**src/rtl/mem_bus_arbiter_pkg.sv**
```systemverilog
// mem_bus_arbiter_pkg: shared encodings for the SRAM port arbiter
package mem_bus_arbiter_pkg;

    localparam logic [1:0] MEMRW_IDLE  = 2'b00;
    localparam logic [1:0] MEMRW_READ  = 2'b01;
    localparam logic [1:0] MEMRW_WRITE = 2'b10;

    typedef enum logic [1:0] {
        ST_IDLE,
        ST_ACCESS,
        ST_DONE
    } arb_state_e;

    typedef enum logic {
        GRANT_IF,
        GRANT_MEM
    } grant_e;

    // Code 11 is reserved and behaves like idle.
    function automatic logic memrw_active(input logic [1:0] rw);
        return (rw == MEMRW_READ) || (rw == MEMRW_WRITE);
    endfunction

endpackage

```
**src/rtl/mem_bus_arbiter_wait_timer.sv**
```systemverilog
// sram_wait_timer: loadable down-counter timing the strobe hold of one SRAM access
module sram_wait_timer #(
    parameter int WAIT_CYCLES = 2
) (
    input  logic clk,
    input  logic rst,
    input  logic load_i,
    input  logic en_i,
    output logic zero_o
);

    localparam int CW = $clog2(WAIT_CYCLES + 1);
    localparam logic [CW-1:0] LOAD_VAL = CW'(WAIT_CYCLES - 1);

    logic [CW-1:0] cnt_q, cnt_d;

    // Load on access entry, then count down and park at zero.
    always_comb begin
        cnt_d = load_i ? LOAD_VAL : (en_i && cnt_q != '0) ? cnt_q - CW'(1) : cnt_q;
    end

    // Counter register.
    always_ff @(posedge clk) begin
        if (rst)
            cnt_q <= '0;
        else
            cnt_q <= cnt_d;
    end

    assign zero_o = (cnt_q == '0);

endmodule

```
**src/rtl/mem_bus_arbiter.sv**
```systemverilog
// mem_bus_arbiter: shares one async SRAM port between instruction fetch and the MEM stage
module mem_bus_arbiter
    import mem_bus_arbiter_pkg::*;
#(
    parameter int ADDR_W      = 20,
    parameter int DATA_W      = 32,
    parameter int WAIT_CYCLES = 2
) (
    input  logic              clk,
    input  logic              rst,
    input  logic              if_req,
    input  logic [ADDR_W-1:0] if_addr,
    output logic [DATA_W-1:0] if_rdata,
    output logic              if_ready,
    input  logic [1:0]        mem_memrw,
    input  logic [ADDR_W-1:0] mem_memaddr,
    input  logic [DATA_W-1:0] mem_memdata,
    output logic [DATA_W-1:0] mem_rdata,
    output logic              mem_ready,
    output logic              stall_req,
    output logic [ADDR_W-1:0] sram_addr,
    output logic [DATA_W-1:0] sram_wdata,
    input  logic [DATA_W-1:0] sram_rdata,
    output logic              sram_ce_n,
    output logic              sram_oe_n,
    output logic              sram_we_n
);

    arb_state_e        state_q, state_d;
    grant_e            grant_q, grant_d;
    logic              write_q, write_d;
    logic [ADDR_W-1:0] addr_q, addr_d;
    logic [DATA_W-1:0] wdata_q, wdata_d;
    logic [DATA_W-1:0] if_rdata_q, if_rdata_d;
    logic [DATA_W-1:0] mem_rdata_q, mem_rdata_d;
    logic              if_done_q, if_done_d;
    logic              mem_done_q, mem_done_d;
    logic              timer_load, timer_zero;
    logic              mem_pend, if_pend, in_access, in_done;

    sram_wait_timer #(.WAIT_CYCLES(WAIT_CYCLES)) u_timer (
        .clk    (clk),
        .rst    (rst),
        .load_i (timer_load),
        .en_i   (in_access),
        .zero_o (timer_zero)
    );

    assign in_access = (state_q == ST_ACCESS);
    assign in_done   = (state_q == ST_DONE);
    assign mem_pend  = memrw_active(mem_memrw) && !mem_done_q;
    assign if_pend   = if_req && !if_done_q;

    // The requester being completed this cycle no longer holds the pipeline.
    assign stall_req = (mem_pend && !(in_done && grant_q == GRANT_MEM)) ||
                       (if_pend  && !(in_done && grant_q == GRANT_IF));

    assign sram_ce_n = !in_access;
    assign sram_oe_n = !(in_access && !write_q);
    assign sram_we_n = !(in_access && write_q);
    assign if_ready  = in_done && grant_q == GRANT_IF;
    assign mem_ready = in_done && grant_q == GRANT_MEM;
    assign if_rdata  = if_rdata_q;
    assign mem_rdata = mem_rdata_q;
    assign sram_addr  = addr_q;
    assign sram_wdata = wdata_q;

    // Done flags remember served requesters until the pipeline advances.
    always_comb begin
        if_done_d  = stall_req && (if_done_q  || (in_done && grant_q == GRANT_IF));
        mem_done_d = stall_req && (mem_done_q || (in_done && grant_q == GRANT_MEM));
    end

    // Access sequencer: MEM wins over IF, operands latched on entry to ACCESS.
    always_comb begin
        state_d     = state_q;
        grant_d     = grant_q;
        write_d     = write_q;
        addr_d      = addr_q;
        wdata_d     = wdata_q;
        if_rdata_d  = if_rdata_q;
        mem_rdata_d = mem_rdata_q;
        timer_load  = 1'b0;
        case (state_q)
            ST_IDLE: begin
                if (mem_pend) begin
                    grant_d    = GRANT_MEM;
                    addr_d     = mem_memaddr;
                    wdata_d    = mem_memdata;
                    write_d    = (mem_memrw == MEMRW_WRITE);
                    timer_load = 1'b1;
                    state_d    = ST_ACCESS;
                end else if (if_pend) begin
                    grant_d    = GRANT_IF;
                    addr_d     = if_addr;
                    write_d    = 1'b0;
                    timer_load = 1'b1;
                    state_d    = ST_ACCESS;
                end
            end
            ST_ACCESS: begin
                if (timer_zero) begin
                    if (!write_q && grant_q == GRANT_MEM)
                        mem_rdata_d = sram_rdata;
                    if (!write_q && grant_q == GRANT_IF)
                        if_rdata_d = sram_rdata;
                    state_d = ST_DONE;
                end
            end
            ST_DONE: state_d = ST_IDLE;
            default: state_d = ST_IDLE;
        endcase
    end

    // State, operand and result registers; reset drops any access in flight.
    always_ff @(posedge clk) begin
        if (rst) begin
            state_q     <= ST_IDLE;
            grant_q     <= GRANT_IF;
            write_q     <= 1'b0;
            addr_q      <= '0;
            wdata_q     <= '0;
            if_rdata_q  <= '0;
            mem_rdata_q <= '0;
            if_done_q   <= 1'b0;
            mem_done_q  <= 1'b0;
        end else begin
            state_q     <= state_d;
            grant_q     <= grant_d;
            write_q     <= write_d;
            addr_q      <= addr_d;
            wdata_q     <= wdata_d;
            if_rdata_q  <= if_rdata_d;
            mem_rdata_q <= mem_rdata_d;
            if_done_q   <= if_done_d;
            mem_done_q  <= mem_done_d;
        end
    end

endmodule

```
**config.mk**
```make
export PLATFORM = sky130hd
export DESIGN_NAME = mem_bus_arbiter
export DESIGN_NICKNAME = d
export VERILOG_FILES = /design/src/rtl/mem_bus_arbiter_pkg.sv /design/src/rtl/mem_bus_arbiter_wait_timer.sv /design/src/rtl/mem_bus_arbiter.sv
export SDC_FILE = /design/constraint.sdc
export NUM_CORES = 1
export LEC_CHECK = 0
export BUFFER_PORTS_ARGS = -buffer_cell sky130_fd_sc_hd__buf_4
export CAP_MARGIN = 20
export CORE_ASPECT_RATIO = 0.7
export CORE_UTILIZATION = 45
export CTS_CLUSTER_DIAMETER = 40
export CTS_CLUSTER_SIZE = 16
export DETAILED_ROUTE_END_ITERATION = 10
export PLACE_DENSITY = 0.76
export SLEW_MARGIN = 5
export SYNTH_ARGS = -nofsm -noshare
export SYNTH_HDL_FRONTEND = slang
export SYNTH_SLANG_ARGS = --single-unit
export TNS_END_PERCENT = 5
```
**constraint.sdc**
```tcl
create_clock -name clk -period 2.3 [get_ports clk]
set_clock_uncertainty 0.2 [all_clocks]
set_input_delay 0.46 -clock clk [delete_from_list [all_inputs] [get_ports clk]]
set_output_delay 0.46 -clock clk [all_outputs]
set_load 0.02 [all_outputs]
```
==> results.cfg, run 1 <==
[floorplan]
dieArea_mm2 = 0.0127
fp-row-count = 33
io_pins = 231
core_mm2 = 0.0119
die_h_um = 94.8
die_x_um = 135
start_util = 0.467

[min_path]
hold_path.class = in2reg

[clock_tree]
htreeDepth = 4
ctsRootBufferMaster = clkbuf_16
clk_pin_slew_ns = 0.06
cts_sinks = 124
cts_hold_buf = 0
cts_buffer_depth = 2
clk-insertion-delay-late_ns = 0.40
cts_resized = 0
tritoncts = built
post_cts_buffers = 0
cts-buffers-inserted = 17

[timing]
setup_violations = 0
hold_violations = 0
final.period_utilization = 0.958
worst_slack_ns = 0.0976
rsz0062_at_grt = no
max-slew-margin-rel = 0.482
maxSlewViolCount = 0
fin_crit_ns = 2.20
worstMarginPinSlew_ns = 0.777
max_freq_mhz = 454

[synth]
synth.avg_cell_area_um2 = 9.63
synthesis.area_mm2 = 0.00553
synth_seq_cells = 124
synth_top_area_frac = 0.449
synth-main-ff-cell = dfxtp_1
yosysMostFrequentCell = dfxtp_1
yosysUniqueCellTypes = 37
yosys.area.top_type = dfxtp_1
yosysSeqAreaShare = 0.449
synth_edf_count = 0
syn_nets = 685
netlist_instances = 574
ys_async_sr_fraction = 0
yosysWarnings = 0
ys_top_cells_by_area = dfxtp_1, mux2i_1, nand2b_1, nand2_1, a21oi_1
synth_common_cells = dfxtp_1, nand2b_1, nand2_1, mux2i_1, a21oi_1

[detailed_routing]
drc_errors = 0
via_per_inst = 5.06
wirelength_mm = 14.5
vias = 4866
drt_iter0_drc = 179
dr.pass1.iters = 4
ant_nets = 0
wl_per_cell_um = 15.1

[place]
gp_congestion = 0.823
dp_cells = 929
post-dp-hpwl_mm = 10.4
post-place-ws_ns = -0.0132
port_buffers = 230

[setup_path]
worst_setup_path_end_kind = output port
reg2reg_to = sram_addr[3]$_SDFFE_PP0P_
critPathLaunch = if_done_q$_SDFF_PP0_
reg2reg_setup_slack_ns = 0.41
start_kind = flop
worstReg2RegStart = if_done_q$_SDFF_PP0_
path_class = reg2out
required_ns = 1.64
worst_ep_arrival_time_ns = 1.54
crit_path_max_fanout = 10
worst-r2r-cell-count = 3
endpoint = stall_req

[cells_and_area]
antenna_cells = 0
fillers = 911
seqCellArea_mm2 = 0.00248
final_util = 0.677
syn_to_final_growth_pct = 45.2
multi_input_area_mm2 = 0.00267
num-nets-final = 902
drive_above_1_share = 0.378
finalNonFillerCells = 961

[status]
status = finished, final reports clean

[power_and_ir_drop]
peakVddDrop_uv = 589
leakage_uw = 0.00360
powerDensity_mw_per_mm2 = 851

[flow_run]
maxCapViolCount = 0

[global_routing]
grt_pass1_vias = 4680
antenna_found_initial = 0
grt_max_degree = 59
grt_usage = 0.223
grt-ovfl-total = 0
grt_pass1_wl_mm = 22.3
through the flow:
step | total power [uW] | cell area [um^2] | setup TNS (ns) | hold slack [ns]
2_1_floorplan | 3380 | 5560 | -0.00965 | 0.280
3_3_place_gp | 3910 | 7370 | 0 | 0.242
3_5_place_dp | 3950 | 7370 | -0.0132 | 0.248
4_1_cts | 6880 | 8020 | 0 | 0.0943
5_1_grt | 7110 | 8030 | 0 | 0.109
6_report | 6830 | 8030 | 0 | 0.112
worst min-delay path by stage:
stage / cells past startpoint / slack [ns] / startpoint / end
final: 3 / 0.11 / mem_memdata[11] / sram_wdata[11]$_SDFFE_PP0P_
after detailed placement: 2 / 0.25 / sram_wdata[23]$_SDFFE_PP0P_ / sram_wdata[23]$_SDFFE_PP0P_
after global routing: 3 / 0.11 / mem_memdata[16] / sram_wdata[16]$_SDFFE_PP0P_
after CTS: 3 / 0.09 / mem_memdata[11] / sram_wdata[11]$_SDFFE_PP0P_
after floorplan: 2 / 0.28 / u_timer.cnt_q[1]$_SDFFE_PP0P_ / u_timer.cnt_q[1]$_SDFFE_PP0P_
after global placement: 2 / 0.24 / sram_wdata[3]$_SDFFE_PP0P_ / sram_wdata[3]$_SDFFE_PP0P_
flip-flops by register name, summed over array words and instances, names as in the netlist:
signal         flops
if_rdata          32
mem_rdata         32
sram_wdata        32
sram_addr         20
state_q            2
u_timer.cnt_q      2
grant_q            1
if_done_q          1
mem_done_q         1
write_q            1
logic make-up (layout without fill, tap and decap cells):
| logic type | count (synthesis) | count (layout) | share of synthesized area |
|---|---|---|---|
| XOR/XNOR | 1 | 1 | 0.00158 |
| flip-flops | 124 | 124 | 0.449 |
| buffers and inverters | 77 | 307 | 0.0733 |
| AND/OR/NAND/NOR | 203 | 203 | 0.213 |
| adder cells (fa/ha/maj) | 2 | 2 | 0.00452 |
| multiplexers | 64 | 64 | 0.116 |
| AO/OA/AOI/OAI | 103 | 103 | 0.143 |
routing by layer:
| metal | global-route usage | up-vias | part of all wire |
|---|---|---|---|
| li1 | - | 2388 | - |
| met1 | 0.272 | 2291 | 0.44 |
| met2 | 0.385 | 165 | 0.48 |
| met3 | 0.0542 | 22 | 0.063 |
| met4 | 0.0815 | 0 | 0.016 |
| met5 | 0 | - | 0 |
final cells by class:
cell class / instances / share of cell area
clock buffer: 21 / 0.0574
clock inverter: 11 / 0.0237
inverter: 25 / 0.0123
multi-input combinational: 373 / 0.333
sequential: 124 / 0.310
tap: 157 / 0.0245
timing repair buffer: 250 / 0.240
cells in the final DEF (no fill, tap or decap), types with 2 or more instances in the layout:
cell type | synthesis | layout
buf_4 | 4 | 246
dfxtp_1 | 124 | 122
nand2b_1 | 100 | 99
nand2_1 | 65 | 65
mux2i_1 | 64 | 64
a21oi_1 | 36 | 36
inv_1 | 25 | 24
nor3b_1 | 23 | 23
o21a_1 | 20 | 20
a211oi_1 | 19 | 19
clkbuf_16 | 0 | 17
a2111oi_0 | 11 | 11
a2111oi_2 | 9 | 9
bufinv_16 | 0 | 5
nand3b_1 | 4 | 4
buf_12 | 0 | 4
clkinv_2 | 0 | 3
or2_4 | 1 | 2
a211oi_2 | 2 | 2
o21ai_0 | 2 | 2
clkbuf_8 | 0 | 2
clkbuf_1 | 24 | 2
clkinv_4 | 0 | 2
dfxtp_2 | 0 | 2
critical path, cell delays in order (launching register included):
cell and delay [ns]:
dfxtp_1 0.31, nand2b_1 0.31, buf_4 0.24, a22oi_2 0.12, buf_4 0.16
report_power, final:
| part | internal (uW) | switching (uW) | leakage [uW] |
|---|---|---|---|
| clock network | 1980 | 942 | 0.000317 |
| logic | 683 | 768 | 0.00227 |
| registers | 2340 | 119 | 0.00101 |
| total | 5000 | 1830 | 0.00360 |
No activity file was read; power rests on OpenSTA's default activity.
==> inputs of run 2 (changes only) <==
--- a/config.mk
+++ b/config.mk
@@ -12,9 +12,10 @@
 export CTS_CLUSTER_DIAMETER = 40
 export CTS_CLUSTER_SIZE = 16
 export DETAILED_ROUTE_END_ITERATION = 10
-export PLACE_DENSITY = 0.76
+export PLACE_DENSITY = 0.84
 export SLEW_MARGIN = 5
 export SYNTH_ARGS = -nofsm -noshare
 export SYNTH_HDL_FRONTEND = slang
+export SYNTH_HIERARCHICAL = 1
 export SYNTH_SLANG_ARGS = --single-unit
 export TNS_END_PERCENT = 5
==> run 2 against run 1 <==
Against the previous run: combinational power is essentially flat; first-iteration DRC count grew 32%; global-route usage grew 1.0 points; die area shrank 2.7%; clock-buffer cell count is the same; sequential cell count is the same; critical endpoint is now sram_we_n; largest cell class unchanged; highest routed layer unchanged.
==> results.cfg, run 2 <==
[synth]
yosysMostFrequentCell = dfxtp_1
synth.avg_cell_area_um2 = 9.35
synth_common_cells = dfxtp_1, nand2b_1, nand2_1, mux2i_1, a21oi_1
yosysWarnings = 6
yosysUniqueCellTypes = 31
syn_nets = 686
synth-main-ff-cell = dfxtp_1
ys_top_cells_by_area = dfxtp_1, mux2i_1, nand2b_1, nand2_1, a2111oi_0
synthesis.area_mm2 = 0.00538
netlist_instances = 575
synth_edf_count = 0
synth_seq_cells = 124
synth_top_area_frac = 0.462
yosysSeqAreaShare = 0.462
yosys.area.top_type = dfxtp_1
ys_async_sr_fraction = 0

[floorplan]
dieArea_mm2 = 0.0124
fp-row-count = 32
io_pins = 231
core_mm2 = 0.0113
die_x_um = 133
die_h_um = 93.5
start_util = 0.475

[global_routing]
grt-ovfl-total = 0
antenna_found_initial = 0
grt_pass1_wl_mm = 23.1
grt_usage = 0.233
grt_pass1_vias = 4805
grt_max_degree = 63

[setup_path]
worst_setup_path_end_kind = output port
worstReg2RegStart = u_timer/cnt_q[1]$_SDFFE_PP0P_
required_ns = 1.64
worst-r2r-cell-count = 6
start_kind = flop
reg2reg_setup_slack_ns = 0.27
cpPeakStageDelay_ns = 0.58
worst_ep_arrival_time_ns = 1.57
slowest_stage = dfxtp_1
reg2reg_to = mem_rdata[27]$_SDFFE_PP0P_
crit_path_max_fanout = 10
crit_chain = nor2b_2 > nand2_1 > buf_4
path_class = reg2out

[timing]
max_freq_mhz = 448
max-slew-margin-rel = 0.641
maxSlewViolCount = 0
hold_violations = 0
worst_slack_ns = 0.0672
fin_crit_ns = 2.23
setup_violations = 0
worstMarginPinSlew_ns = 0.525
final.period_utilization = 0.971

[detailed_routing]
vias = 4880
ant_nets = 0
via_per_inst = 5.11
wl_per_cell_um = 15.3
wirelength_mm = 14.6
drc_errors = 0
drt_iter0_drc = 237
dr.pass1.iters = 4

[cells_and_area]
final_common_cell = buf_4
final_cell_area_mm2 = 0.00793
final_cell_mix = buf_4, dfxtp_1, nand2b_1
final_util = 0.700
num-nets-final = 900
syn_to_final_growth_pct = 47.4
finalNonFillerCells = 955
multi_input_area_mm2 = 0.00259
seqCellArea_mm2 = 0.00248
antenna_cells = 0
fillers = 876
drive_above_1_share = 0.354

[place]
port_buffers = 230
gp_congestion = 0.847
placed_area_mm2 = 0.00728
post-place-ws_ns = -0.00900
dp_cells = 923
post-dp-hpwl_mm = 10.5

[power_and_ir_drop]
total_power_uw = 6820
powerDensity_mw_per_mm2 = 860
peakVddDrop_uv = 681
leakage_uw = 0.00358

[clock_tree]
htreeDepth = 4
clk-insertion-delay-late_ns = 0.39
clk_pin_slew_ns = 0.06
cts_hold_buf = 0
cts-buffers-inserted = 17
ctsRootBufferMaster = clkbuf_16
tritoncts = built
cts_sinks = 124
cts_buffer_depth = 2

[min_path]
hold_depth = 3
hold_end = sram_wdata[12]$_SDFFE_PP0P_
hold_start = mem_memdata[12]
hold_path.class = in2reg

[status]
status = finished, final reports clean

[flow_run]
maxCapViolCount = 0
-- run 2: cell count changes in the layout (fill, tap and decap cells not counted), moves of 3 or more --
cell	before	now
a211oi_1	19	22
a2111oi_2	9	0
nor3b_1	23	20
buf_12	4	7
a2111oi_0	11	21
buf_4	246	238
-- run 2: critical path, delay by kind of cell, from the launching register on --
kind          cells  cell delay, ns
flops             1            0.58
simple gates      2            0.43
buf+inv           1            0.17
-- run 2: logic make-up after synthesis --
family                   share of synthesized area
AO/OA/AOI/OAI                                0.135
adder cells (fa/ha/maj)                    0.00465
buffers and inverters                       0.0614
flip-flops                                   0.462
multiplexers                                 0.119
AND/OR/NAND/NOR                              0.219
-- run 2: stage by stage --
stage	hold slack, ns	TNS [ns]
finish	0.106	0
CTS	0.0966	0
global placement	0.243	0
floorplan	0.284	0
detailed placement	0.247	-0.00900
global route	0.0929	-0.0105
-- run 2: layout make-up --
cell class                      count  share of cell area
Timing Repair Buffer              245               0.243
Clock buffer                       21              0.0568
Multi-Input combinational cell    375               0.326
Tap cell                          153              0.0241
Clock inverter                     11              0.0241
Inverter                           26              0.0123
Sequential cell                   124               0.313
-- run 2: what timing repair did --
item / in CTS / in global routing
gates resized for setup: 0 / 3
setup buffers: 0 / 0
endpoints found under the setup margin: 0 / 4
endpoints found under the hold margin: 0 / 0
-- run 2: metal layers --
layer	track usage	routed length (um)	vias up
li1	-	-	2386
met1	0.284	6370	2321
met2	0.404	7300	152
met3	0.0564	740	21
met4	0.0805	213	0
met5	0	0	-
-- run 2: where the power goes --
part	switching (uW)	leakage, uW	internal (uW)	total [uW]
clock	942	0.000303	1950	2890
combinational	780	0.00226	675	1450
sequential	127	0.00101	2350	2470
total	1850	0.00358	4970	6820
-- run 2: worst max path at each step --
stage                            start  slack (ns)                         to  cells past startpoint
2_1_floorplan             mem_memrw[0]        0.08                  stall_req                      7
3_3_place_gp              mem_memrw[0]        0.05  sram_addr[7]$_SDFFE_PP0P_                      7
3_5_place_dp              mem_memrw[0]      -0.009  sram_addr[3]$_SDFFE_PP0P_                      7
4_1_cts        state_q[0]$_SDFFE_PP0P_      0.0008                  sram_we_n                      3
5_1_grt        state_q[0]$_SDFFE_PP0P_       -0.01                  stall_req                      4
6_report       state_q[0]$_SDFFE_PP0P_        0.07                  sram_we_n                      3
